[src/rtl/hazard_ctrl.sv]
// hazard_ctrl: pipeline hazard controller for a 5-stage in-order core.
// Arbitrates halt (syscall), control redirects, the multi-cycle mult/div
// unit and register data hazards into PC / pipeline-register enables and
// synchronous bubble clears. All outputs are combinational from the current
// FSM state and this cycle's inputs.
//
// Build option: define HAZARD_FORWARD_EN when EX->ID and MEM->ID forwarding
// paths exist; only the load-use case then stalls. Without it, any pending
// write in EX or MEM to a register read in ID stalls.
module hazard_ctrl #(
    parameter int MULT_CYCLES = 4,   // EX cycles a multiply occupies the unit (1..63)
    parameter int DIV_CYCLES  = 32   // EX cycles a divide occupies the unit (1..63)
) (
    input  logic       clk,
    input  logic       rst_n,
    // ID stage
    input  logic [4:0] id_rs,
    input  logic [4:0] id_rt,
    input  logic       id_use_rs,
    input  logic       id_use_rt,
    input  logic       id_md_op,
    input  logic       id_lhr_ren,
    // EX stage
    input  logic       ex_rf_wen,
    input  logic       ex_is_load,
    input  logic [4:0] ex_waddr,
    input  logic       ex_md_start,
    input  logic       ex_md_is_mult,
    // MEM stage
    input  logic       mem_rf_wen,
    input  logic [4:0] mem_waddr,
    input  logic       mem_redirect,
    // WB stage
    input  logic       wb_syscall,
    // pipeline control
    output logic       pc_en,
    output logic       if_id_en,
    output logic       if_id_clr,
    output logic       id_ex_clr,
    output logic       ex_mem_clr,
    // status
    output logic       md_busy,
    output logic       halted
);

    typedef enum logic [1:0] {
        RUN     = 2'd0,
        MD_BUSY = 2'd1,
        HALT    = 2'd2
    } state_t;

    // md_cnt holds the number of MD_BUSY cycles remaining after the current one
    localparam logic [5:0] MULT_LOAD = 6'(MULT_CYCLES - 1);
    localparam logic [5:0] DIV_LOAD  = 6'(DIV_CYCLES - 1);

    state_t     state_reg;
    state_t     state_next;
    logic [5:0] md_cnt_reg;
    logic [5:0] md_cnt_next;

    // ------------------------------------------------------------------
    // Register dependency detection, one lane per ID source operand.
    // Register 0 is hard-wired to zero, so a write to it never conflicts.
    // ------------------------------------------------------------------
    logic [1:0][4:0] src_reg;
    logic [1:0]      src_use;
    logic [1:0]      ex_match;
    logic [1:0]      mem_match;
    logic            load_use;
    logic            data_hazard;

    assign src_reg[0] = id_rs;
    assign src_reg[1] = id_rt;
    assign src_use[0] = id_use_rs;
    assign src_use[1] = id_use_rt;

    genvar gi;
    generate
        for (gi = 0; gi < 2; gi++) begin : g_src
            assign ex_match[gi]  = src_use[gi] & ex_rf_wen & (ex_waddr != 5'd0)
                                   & (ex_waddr == src_reg[gi]);
            assign mem_match[gi] = src_use[gi] & mem_rf_wen & (mem_waddr != 5'd0)
                                   & (mem_waddr == src_reg[gi]);
        end
    endgenerate

    // A load in EX cannot forward its data until MEM completes
    assign load_use = ex_is_load & (|ex_match);

`ifdef HAZARD_FORWARD_EN
    // Forwarding covers every EX/MEM producer except a load still in EX
    assign data_hazard = load_use;
`else
    // No forwarding: wait until any in-flight producer has written back
    assign data_hazard = (|ex_match) | (|mem_match);
`endif

    // Mult/div results (and a new mult/div) must wait for the busy unit
    logic md_stall;
    assign md_stall = (state_reg == MD_BUSY) & (id_lhr_ren | id_md_op);

    // A redirect makes the EX instruction wrong-path, so its mult/div never issues
    logic md_issue;
    assign md_issue = ex_md_start & ~mem_redirect;

    // State and busy counter; reset abandons any operation or halt at once
    always_ff @(posedge clk or negedge rst_n) begin
        if (!rst_n) begin
            state_reg  <= RUN;
            md_cnt_reg <= 6'd0;
        end else begin
            state_reg  <= state_next;
            md_cnt_reg <= md_cnt_next;
        end
    end

    // Next-state: syscall wins, a committed mult/div counts down even across redirects
    always_comb begin
        state_next  = state_reg;
        md_cnt_next = md_cnt_reg;
        unique case (state_reg)
            RUN: begin
                if (wb_syscall) begin
                    state_next  = HALT;
                    md_cnt_next = 6'd0;
                end else if (md_issue) begin
                    state_next  = MD_BUSY;
                    md_cnt_next = ex_md_is_mult ? MULT_LOAD : DIV_LOAD;
                end
            end
            MD_BUSY: begin
                if (wb_syscall) begin
                    state_next  = HALT;
                    md_cnt_next = 6'd0;
                end else if (md_cnt_reg == 6'd0) begin
                    state_next  = RUN;
                end else begin
                    md_cnt_next = md_cnt_reg - 6'd1;
                end
            end
            HALT: begin
                state_next  = HALT;
                md_cnt_next = 6'd0;
            end
            default: begin
                state_next  = RUN;
                md_cnt_next = 6'd0;
            end
        endcase
    end

    // Outputs: halt > redirect > mult/div stall > data stall > free-running
    always_comb begin
        pc_en      = 1'b1;
        if_id_en   = 1'b1;
        if_id_clr  = 1'b0;
        id_ex_clr  = 1'b0;
        ex_mem_clr = 1'b0;
        md_busy    = (state_reg == MD_BUSY);
        halted     = 1'b0;
        if (state_reg == HALT) begin
            // Freeze fetch and drain bubbles behind the syscall
            pc_en      = 1'b0;
            if_id_en   = 1'b0;
            id_ex_clr  = 1'b1;
            ex_mem_clr = 1'b1;
            halted     = 1'b1;
        end else if (mem_redirect) begin
            // Squash the three younger wrong-path instructions, load the target PC
            if_id_clr  = 1'b1;
            id_ex_clr  = 1'b1;
            ex_mem_clr = 1'b1;
        end else if (md_stall || data_hazard) begin
            // Hold IF/ID, send a bubble down into EX
            pc_en      = 1'b0;
            if_id_en   = 1'b0;
            id_ex_clr  = 1'b1;
        end
    end

endmodule

[config.mk]
export PLATFORM = sky130hd
export DESIGN_NAME = hazard_ctrl
export DESIGN_NICKNAME = d
export VERILOG_FILES = /design/src/rtl/hazard_ctrl.sv
export SDC_FILE = /design/constraint.sdc
export NUM_CORES = 1
export LEC_CHECK = 0
export BUFFER_PORTS_ARGS = -buffer_cell sky130_fd_sc_hd__buf_2
export CAP_MARGIN = 20
export CORE_UTILIZATION = 35
export DETAILED_ROUTE_END_ITERATION = 12
export PLACE_DENSITY = 0.71
export SLEW_MARGIN = 25
export SYNTH_ARGS = -nofsm -noshare
export SYNTH_HDL_FRONTEND = slang
export SYNTH_SLANG_ARGS = --single-unit
[constraint.sdc]
create_clock -name clk -period 1.8 [get_ports clk]
set_input_delay 0.09 -clock clk [delete_from_list [all_inputs] [get_ports clk]]
set_output_delay 0.09 -clock clk [all_outputs]
set_load 0.02 [all_outputs]
# Word level (Yosys, flattened, before mapping)
# Index checks and enable logic that the tools add are counted.
# op_classes
n_eq_ne	9
n_bitwise	17
add_sub_neg	1
reduce_logical	9
muxes	21
# op_table
cell	count
$mux 6	4
$eq 5x5->1	4
$and 1x1->1	14
$pmux 6 s2	1
$mux 1	10
$reduce_bool 5->1	2
$mux 2	4
$logic_not 6->1	1
$ne 3x3->1 const B	2
$pmux 2 s3	1
$sub 6x1->6 const B	1
$mux 5	1
$reduce_and 2->1	2
$reduce_or 2->1	2
$ne 3x2->1 const B	1
$eq 2x1->1 const B	1
$eq 2x2->1 const B	1
$logic_not 2->1	1
$or 1x1->1	2
$logic_or 1x1->1	1
$not 1->1	1
# word_totals
regBits	8

# Logic depth before layout (Yosys ltp)
# Gate-level depths: netlist of run 1.
# logic_depth
depth_word	9
ltp_mapped	7

# Least setup slack after synthesis of run 1
# OpenSTA, ideal clock, no wires.
# synth_timing
kind	input-to-output
from	input mem_waddr[0]
to	output pc_en
arrival_time_ps	1439
n_path_buf	1
path_slack_ps	271
cell_stages	5
path_cell_list	or4_1 o21ai_1 o22ai_1 o21bai_1 buf_4
# synth_via
elab_chain_cells	9
word_cells_on_any_way	13
classes_between	2 x eq/ne; 3 x mux; 5 x bitwise; 3 x reduce/logical
# synth_lines
element	line	source
start: declaration	31	input logic [4:0] mem_waddr,
$reduce_bool 5->1	82	assign mem_match[gi] = src_use[gi] & mem_rf_wen & (mem_waddr != 5'd0)
$and 1x1->1	82	
$and 1x1->1	83	& (mem_waddr == src_reg[gi]);
$reduce_or 2->1 (*)	95	assign data_hazard = (|ex_match) | (|mem_match);
$or 1x1->1 (*)	95	
$logic_or 1x1->1 (*)	173	end else if (md_stall || data_hazard) begin
$mux 1 (*) (3 in series)	n/a	
end: declaration	36	output logic pc_en,
# Mark *: on every way between the ends. The rest lies on a longest branch, timed or not.

# Worst setup path in the final report of run 1
# layout_timing
from	register state_reg[0]
to	output id_ex_clr
# layout_via
elab_chain_cells	6
word_cells_on_any_way	7
classes_between	2 x eq/ne; 3 x mux; 1 x bitwise; 1 x reduce/logical
# layout_lines
element	line	source
start: declaration	56	state_t state_reg;
start signal: assignment	112	state_reg <= state_next;
$eq 2x1->1	100	assign md_stall = (state_reg == MD_BUSY) & (id_lhr_ren | id_md_op);
$and 1x1->1	100	
$logic_or 1x1->1	173	
$mux 1	173	
$mux 1	168	end else if (mem_redirect) begin
$mux 1 (*)	161	if (state_reg == HALT) begin
end: declaration	39	output logic id_ex_clr,
# Marked as above.

==> load_flow_metrics.sql, run 1 <==
INSERT INTO impl_metrics (metric_group, metric, value, unit) VALUES
('status', 'outcome', 'completed', ''),
('setup_path', 'critical_path.n_buffers_inverters', '1', ''),
('cts', 'cts_root_buffer', 'clkbuf_4', ''),
('global_route', 'first_pass_grt_wire_length', '3300', 'um'),
('cts', 'clkSlewWorstSetupHoldPaths', '0.05', 'ns'),
('cts', 'cts_inserted_buffers', '3', ''),
('floorplanning', 'chipHeight', '49.3', 'um'),
('cells_and_area', 'fraction_of_final_layout_cells_with_drive_strength_greater_than_1', '0.326', ''),
('cells_and_area', 'most_used_cells_in_the_layout_excluding_fill_and_tap_cells', 'buf_2, xor2_1, nor2_1, dfrtp_1', ''),
('floorplanning', 'fp.dieArea', '2430', 'um^2'),
('yosys', 'synth.lib_cells_used.distinct', '30', ''),
('yosys', 'ys_warn_count', '0', ''),
('cts', 'cts_htree_levels', '1', ''),
('cells_and_area', 'num-fill-cells', '207', ''),
('yosys', 'asr_flop_ratio_synth', '1.00', ''),
('sta', 'final.setup_skew', '0.00222', 'ns'),
('sta', 'max_freq', '618', 'MHz'),
('detailed_routing', 'via_per_inst', '4.99', ''),
('pwr', 'power_per_cell_area', '411', 'nW/um^2'),
('sta', 'timing_worst_slew_pin_value', '0.373', 'ns'),
('placement', 'placed_cell_area', '991', 'um^2'),
('placement', 'dp.final_hpwl', '1610', 'um'),
('global_route', 'grt_pass1_vias', '802', ''),
('cts', 'cts_post_setup_buffers_inserted', '0', ''),
('setup_path', 'worst_path_largest_cell_delay', '0.50', 'ns'),
('yosys', 'synth.net_count', '131', ''),
('pwr', 'max-vdd-ir-drop', '0.334', 'mV'),
('floorplanning', 'start_util', '0.387', ''),
('hold_path', 'worst_hold_path_type', 'input pin to flop', ''),
('placement', 'finalWeightedCongestion', '0.831', ''),
('sta', 'finalSetupViolCount', '0', ''),
('setup_path', 'critPathCaptureType', 'output pin', ''),
('setup_path', 'cp_slowest_cell', 'dfrtp_2', ''),
('global_route', 'largest_net_degree_at_the_start_of_global_routing', '18', ''),
('yosys', 'netlist_instances', '96', ''),
('setup_path', 'worstPathArrival', '1.53', 'ns'),
('cts', 'clk-insertion-delay-late', '0.25', 'ns'),
('pwr', 'power.leakage', '0.464', 'nW'),
('global_route', 'grt_use_total', '0.173', ''),
('sta', 'final.period_utilization', '0.899', ''),
('detailed_routing', 'drcViolationCount', '0', ''),
('cells_and_area', 'layout_commonest_cell', 'buf_2', ''),
('sta', 'finalCriticalPeriod', '1.62', 'ns'),
('detailed_routing', 'initialDrtViolationCount', '4', ''),
('placement', 'numPortBuffers', '38', ''),
('cts', 'tritoncts', 'built', ''),
('floorplanning', 'chipWidth', '49.3', 'um'),
('yosys', 'avgSynthCellArea', '8.15', 'um^2'),
('cts', 'clock_sink_count', '8', ''),
('setup_path', 'worstSetupStartpointType', 'flop', ''),
('global_route', 'antenna_found_initial', '0', ''),
('cells_and_area', 'final_cell_area', '1030', 'um^2'),
('job', 'max-cap-violations', '0', ''),
('detailed_routing', 'totalWireLength', '1930', 'um'),
('cells_and_area', 'syn_to_final_growth', '31.5', '%'),
('sta', 'worst_slew_margin_rel', '0.748', ''),
('sta', 'fin_worst_hold_slack', '0.184', 'ns'),
('setup_path', 'crit_required', '1.71', 'ns'),
('setup_path', 'cp_top_family', 'simple AND/OR/NAND/NOR gates', ''),
('detailed_routing', 'detail_route.wl_per_cell', '11.9', 'um'),
('sta', 'grt_setup_unrepaired', 'true', ''),
('detailed_routing', 'detailedRoute.firstPassIterationCount', '4', ''),
('detailed_routing', 'ant_nets', '0', ''),
('floorplanning', 'io-pin-count', '40', ''),
('yosys', 'top_reg_cell_synth', 'dfrtp_1', ''),
('sta', 'report.final.hold_viol_count', '0', ''),
('cells_and_area', 'number_of_nets_in_the_finished_design', '172', ''),
('yosys', 'edff_count_synth', '0', ''),
('yosys', 'cell_area_after_technology_mapping', '782', 'um^2'),
('floorplanning', 'design.core.area', '2020', 'um^2'),
('yosys', 'postSynthRegisterBits', '8', ''),
('yosys', 'seq_area_frac_synth', '0.256', ''),
('setup_path', 'timing.setup.critical_path_class', 'flop to output pin', ''),
('cells_and_area', 'largest_register_ffs', '6', ''),
('setup_path', 'maximum_fanout_along_the_worst_path', '17', ''),
('cells_and_area', 'count_of_antenna_diodes_in_the_layout', '0', ''),
('setup_path', 'crit_path_cell_trace', 'nor2b_1, o21ai_0, nand2_1, or3_1, buf_2', ''),
('global_route', 'overflow', '0', ''),
('sta', 'max_slew_violation_count', '0', ''),
('detailed_routing', 'num_vias', '808', ''),
('cts', 'cts-root-to-sink-buffers', '2', ''),
('floorplanning', 'rows', '16', '');
## final cells by class
class                   instances  area (um^2)  share of cell area
well taps                      27         33.8              0.0328
clock buffers                   3         22.5              0.0219
inverters                       5         18.8              0.0182
flip-flops and latches          8          201               0.196
multi-input cells              80          552               0.536
repair buffers                 39          200               0.195
## cells by family after synthesis
kind of cell | count (synthesis) | synth area share
buffers and inverters | 8 | 0.0432
flip-flops | 8 | 0.256
XOR/XNOR | 21 | 0.235
adder cells (fa/ha/maj) | 2 | 0.0320
AND/OR/NAND/NOR | 34 | 0.242
AO/OA/AOI/OAI | 23 | 0.192
## worst min-delay path: stages
cell	delay [ns]
buf_2	0.11
o21ai_0	0.07
nand2b_1	0.07
a21oi_1	0.06
## timing repair
action                                 CTS  global route
endpoints found under the hold margin    8             0
setup endpoints to repair                0             2
hold buffers                             1             0
gates resized for setup                  0             2
## cell usage after synthesis, drive strengths merged, types with 2 or more instances
master,count,area [um^2]
or4,2,15.0
xnor2,5,43.8
and3,2,12.5
nand3,2,10.0
nor2,7,26.3
a32oi,2,17.5
a21oi,6,30.0
ha,2,25.0
and2,3,18.8
nand2b,4,25.0
xor2,16,140
a211oi,4,30.0
nand2,3,11.3
o21ai,5,25.0
nor4,4,25.0
dfrtp,8,200
nor2b,3,18.8
a21boi,2,15.0
clkbuf,2,7.51
inv,5,18.8
## where the power goes
part / total, mW / switching (mW) / internal (mW)
clock: 0.134 / 0.0576 / 0.0761
sequential: 0.180 / 0.000000000558 / 0.180
combinational: 0.109 / 0.0535 / 0.0550
total: 0.422 / 0.111 / 0.311
## per-stage QoR
step / setup WS [ns] / TNS [ns] / power [mW] / util / instances
floorplan: 0.271 / 0 / 0.229 / - / 96
global placement: 0.200 / 0 / 0.288 / 0.490 / 158
detailed placement: 0.192 / 0 / 0.289 / 0.490 / 158
CTS: 0.0920 / 0 / 0.429 / 0.506 / 162
global route: -0.00336 / -0.00336 / 0.451 / 0.509 / 162
finish: 0.182 / 0 / 0.422 / 0.509 / 162
## final timing paths
kind                       slack [ns]          start  cells after the start             to
max in group asynchronous        1.40          rst_n                      2   state_reg[0]
min                              0.18  ex_md_is_mult                      4  md_cnt_reg[4]
max                              0.18   state_reg[0]                      5      id_ex_clr
min reg2reg                      0.51   state_reg[1]                      1   state_reg[1]
max reg2reg                      0.34  md_cnt_reg[0]                      6  md_cnt_reg[4]
min in group asynchronous        0.21          rst_n                      2  md_cnt_reg[4]
## per-layer routing
layer,wire length (um),up-vias,GRT usage
li1,-,422,-
met5,0,-,0
met3,124,2,0.0249
met1,817,353,0.208
met4,15,0,0.0588
met2,968,31,0.308
Note: power is estimated with default switching activity, not from simulation.
==> run 2, diff against run 1 <==
- SETUP_SLACK_MARGIN: not set -> 0.3
==> load_flow_metrics.sql, run 2 (same netlist as run 1, synthesis figures left out) <==
INSERT INTO impl_metrics (metric_group, metric, value, unit) VALUES
('cts', 'clock_sink_count', '8', ''),
('sta', 'finalSetupViolCount', '0', ''),
('cells_and_area', 'most_used_cells_in_the_layout_excluding_fill_and_tap_cells', 'buf_2, xor2_1, buf_4', ''),
('pwr', 'switching_share', '0.285', ''),
('sta', 'worst_slew_margin_rel', '0.771', ''),
('setup_path', 'cp_slowest_cell', 'dfrtp_2', ''),
('detailed_routing', 'initialDrtViolationCount', '5', ''),
('setup_path', 'worstSetupStartpointType', 'flop', ''),
('detailed_routing', 'totalWireLength', '2540', 'um'),
('setup_path', 'crit_required', '1.71', 'ns'),
('cts', 'cts-root-to-sink-buffers', '2', ''),
('pwr', 'power', '0.459', 'mW'),
('cts', 'tritoncts', 'built', ''),
('sta', 'final.setup_skew', '0.00193', 'ns'),
('cells_and_area', 'layout_commonest_cell', 'buf_2', ''),
('floorplanning', 'start_util', '0.387', ''),
('detailed_routing', 'num_vias', '897', ''),
('job', 'max-cap-violations', '0', ''),
('floorplanning', 'rows', '16', ''),
('global_route', 'antenna_found_initial', '0', ''),
('sta', 'finalCriticalPeriod', '1.55', 'ns'),
('setup_path', 'worstPathArrival', '1.46', 'ns'),
('global_route', 'largest_net_degree_at_the_start_of_global_routing', '15', ''),
('global_route', 'grt_pass1_vias', '840', ''),
('pwr', 'intPower', '0.328', 'mW'),
('cts', 'clk-insertion-delay-late', '0.25', 'ns'),
('sta', 'report.final.hold_viol_count', '0', ''),
('placement', 'numPortBuffers', '38', ''),
('setup_path', 'crit_path_cell_trace', 'nor2b_4, o21ai_2, nand2_1, or3_1, buf_6', ''),
('floorplanning', 'chipWidth', '49.3', 'um'),
('global_route', 'grt_use_total', '0.188', ''),
('detailed_routing', 'detail_route.wl_per_cell', '14.9', 'um'),
('placement', 'finalWeightedCongestion', '0.810', ''),
('cts', 'cts_root_buffer', 'clkbuf_4', ''),
('pwr', 'power_per_cell_area', '367', 'nW/um^2'),
('sta', 'final.period_utilization', '0.861', ''),
('sta', 'max_freq', '645', 'MHz'),
('pwr', 'net-switching-power', '0.130', 'mW'),
('pwr', 'sequentialPowerShare', '0.392', ''),
('cells_and_area', 'number_of_nets_in_the_finished_design', '180', ''),
('detailed_routing', 'detailedRoute.firstPassIterationCount', '4', ''),
('sta', 'timing_worst_slew_pin_value', '0.343', 'ns'),
('cells_and_area', 'fraction_of_final_layout_cells_with_drive_strength_greater_than_1', '0.483', ''),
('setup_path', 'critPathCaptureType', 'output pin', ''),
('detailed_routing', 'drcViolationCount', '0', ''),
('cells_and_area', 'layout.area.seq', '201', 'um^2'),
('cells_and_area', 'num-fill-cells', '178', ''),
('floorplanning', 'design.core.area', '2020', 'um^2'),
('global_route', 'overflow', '0', ''),
('pwr', 'max-vdd-ir-drop', '0.391', 'mV'),
('cells_and_area', 'area_of_combinational_cells_with_multiple_inputs', '658', 'um^2'),
('cells_and_area', 'syn_to_final_growth', '59.7', '%'),
('pwr', 'power.leakage', '0.551', 'nW'),
('setup_path', 'worst_path_largest_cell_delay', '0.41', 'ns'),
('status', 'outcome', 'completed', ''),
('sta', 'grt_setup_unrepaired', 'true', ''),
('setup_path', 'maximum_fanout_along_the_worst_path', '3', ''),
('cts', 'clkSlewWorstSetupHoldPaths', '0.05', 'ns'),
('floorplanning', 'chipHeight', '49.3', 'um'),
('cts', 'cts_htree_levels', '1', ''),
('detailed_routing', 'via_per_inst', '5.28', ''),
('sta', 'max_slew_violation_count', '0', ''),
('hold_path', 'worst_hold_path_type', 'input pin to flop', ''),
('pwr', 'p_comb_frac', '0.307', ''),
('setup_path', 'timing.setup.critical_path_class', 'flop to output pin', ''),
('floorplanning', 'fp.dieArea', '2430', 'um^2'),
('cells_and_area', 'largest_register_ffs', '6', ''),
('pwr', 'p_clk_frac', '0.301', ''),
('cts', 'cts_inserted_buffers', '3', ''),
('detailed_routing', 'ant_nets', '0', ''),
('sta', 'fin_tns_setup', '0', 'ns'),
('placement', 'dp.final_hpwl', '1560', 'um'),
('floorplanning', 'io-pin-count', '40', ''),
('cells_and_area', 'count_of_antenna_diodes_in_the_layout', '0', ''),
('global_route', 'first_pass_grt_wire_length', '3470', 'um');
-- run 2: cell count changes in the layout (fill, tap and decap cells not counted), moves of 2 or more --
cell / change
buf_2: -8
buf_4: +8
buf_6: +7
nor2b_1: -2
nor4_1: -2
nor4_2: +2
o21ai_1: -2
o21ai_2: +2
or4_1: -2
or4_4: +2
-- run 2: stage by stage --
step	instances	hold WS, ns	cell area [um^2]	setup slack, ns	utilization
floorplan	96	-0.206	786	0.366	-
global placement	158	-0.0592	995	0.203	0.492
detailed placement	158	-0.0595	995	0.168	0.492
CTS	165	0.172	1130	0.197	0.561
global route	170	0.203	1250	0.175	0.618
finish	170	0.184	1250	0.251	0.618
-- run 2: worst max-delay path, delay by kind of cell, from the launching register on --
| family | cells | cell delay [ns] |
|---|---|---|
| AND/OR/NAND/NOR | 3 | 0.60 |
| buffers and inverters | 1 | 0.14 |
| flip-flops | 1 | 0.41 |
| AO/OA/AOI/OAI | 1 | 0.05 |
-- run 2: metal layers --
layer  vias up  part of all wire  track usage
met5         -                 0            0
met4         0             0.029       0.0588
met3        11             0.063       0.0374
met2        38              0.53        0.354
met1       416              0.38        0.206
li1        432                 -            -
-- run 2: path summary, 6_finish.rpt --
check / cells after the start / from / endpoint / slack [ns]
setup / recovery: 5 / state_reg[0] / id_ex_clr / 0.25
hold / removal: 4 / ex_md_is_mult / md_cnt_reg[4] / 0.18
setup reg to reg: 5 / md_cnt_reg[3] / md_cnt_reg[4] / 0.30
hold reg to reg: 2 / md_cnt_reg[4] / md_cnt_reg[4] / 0.55
max in group asynchronous: 2 / rst_n / state_reg[0] / 1.41
min in group asynchronous: 2 / rst_n / md_cnt_reg[1] / 0.20
-- run 2: timing repair --
item	4_1_cts	5_1_grt
buffers inserted	3	5
endpoints found under the setup margin	8	8
cloned	0	0
gates resized for setup	24	17
hold endpoints to repair	8	0
hold buffers	1	0
pin swaps	6	12
-- run 2: area by class of cell --
class,count,area share
Multi-Input combinational cell,80,0.527
Tap cell,27,0.0271
Timing Repair Buffer,47,0.252
Sequential cell,8,0.161
Inverter,5,0.0150
Clock buffer,3,0.0180
-- run 2: power groups by stage --
stage               clock [mW]  combinational [mW]  sequential, mW
finish                   0.138               0.141           0.180
global placement             0               0.105           0.183
detailed placement           0               0.106           0.183
global route             0.152               0.151           0.180
CTS                      0.143               0.126           0.180
floorplan                    0              0.0458           0.183
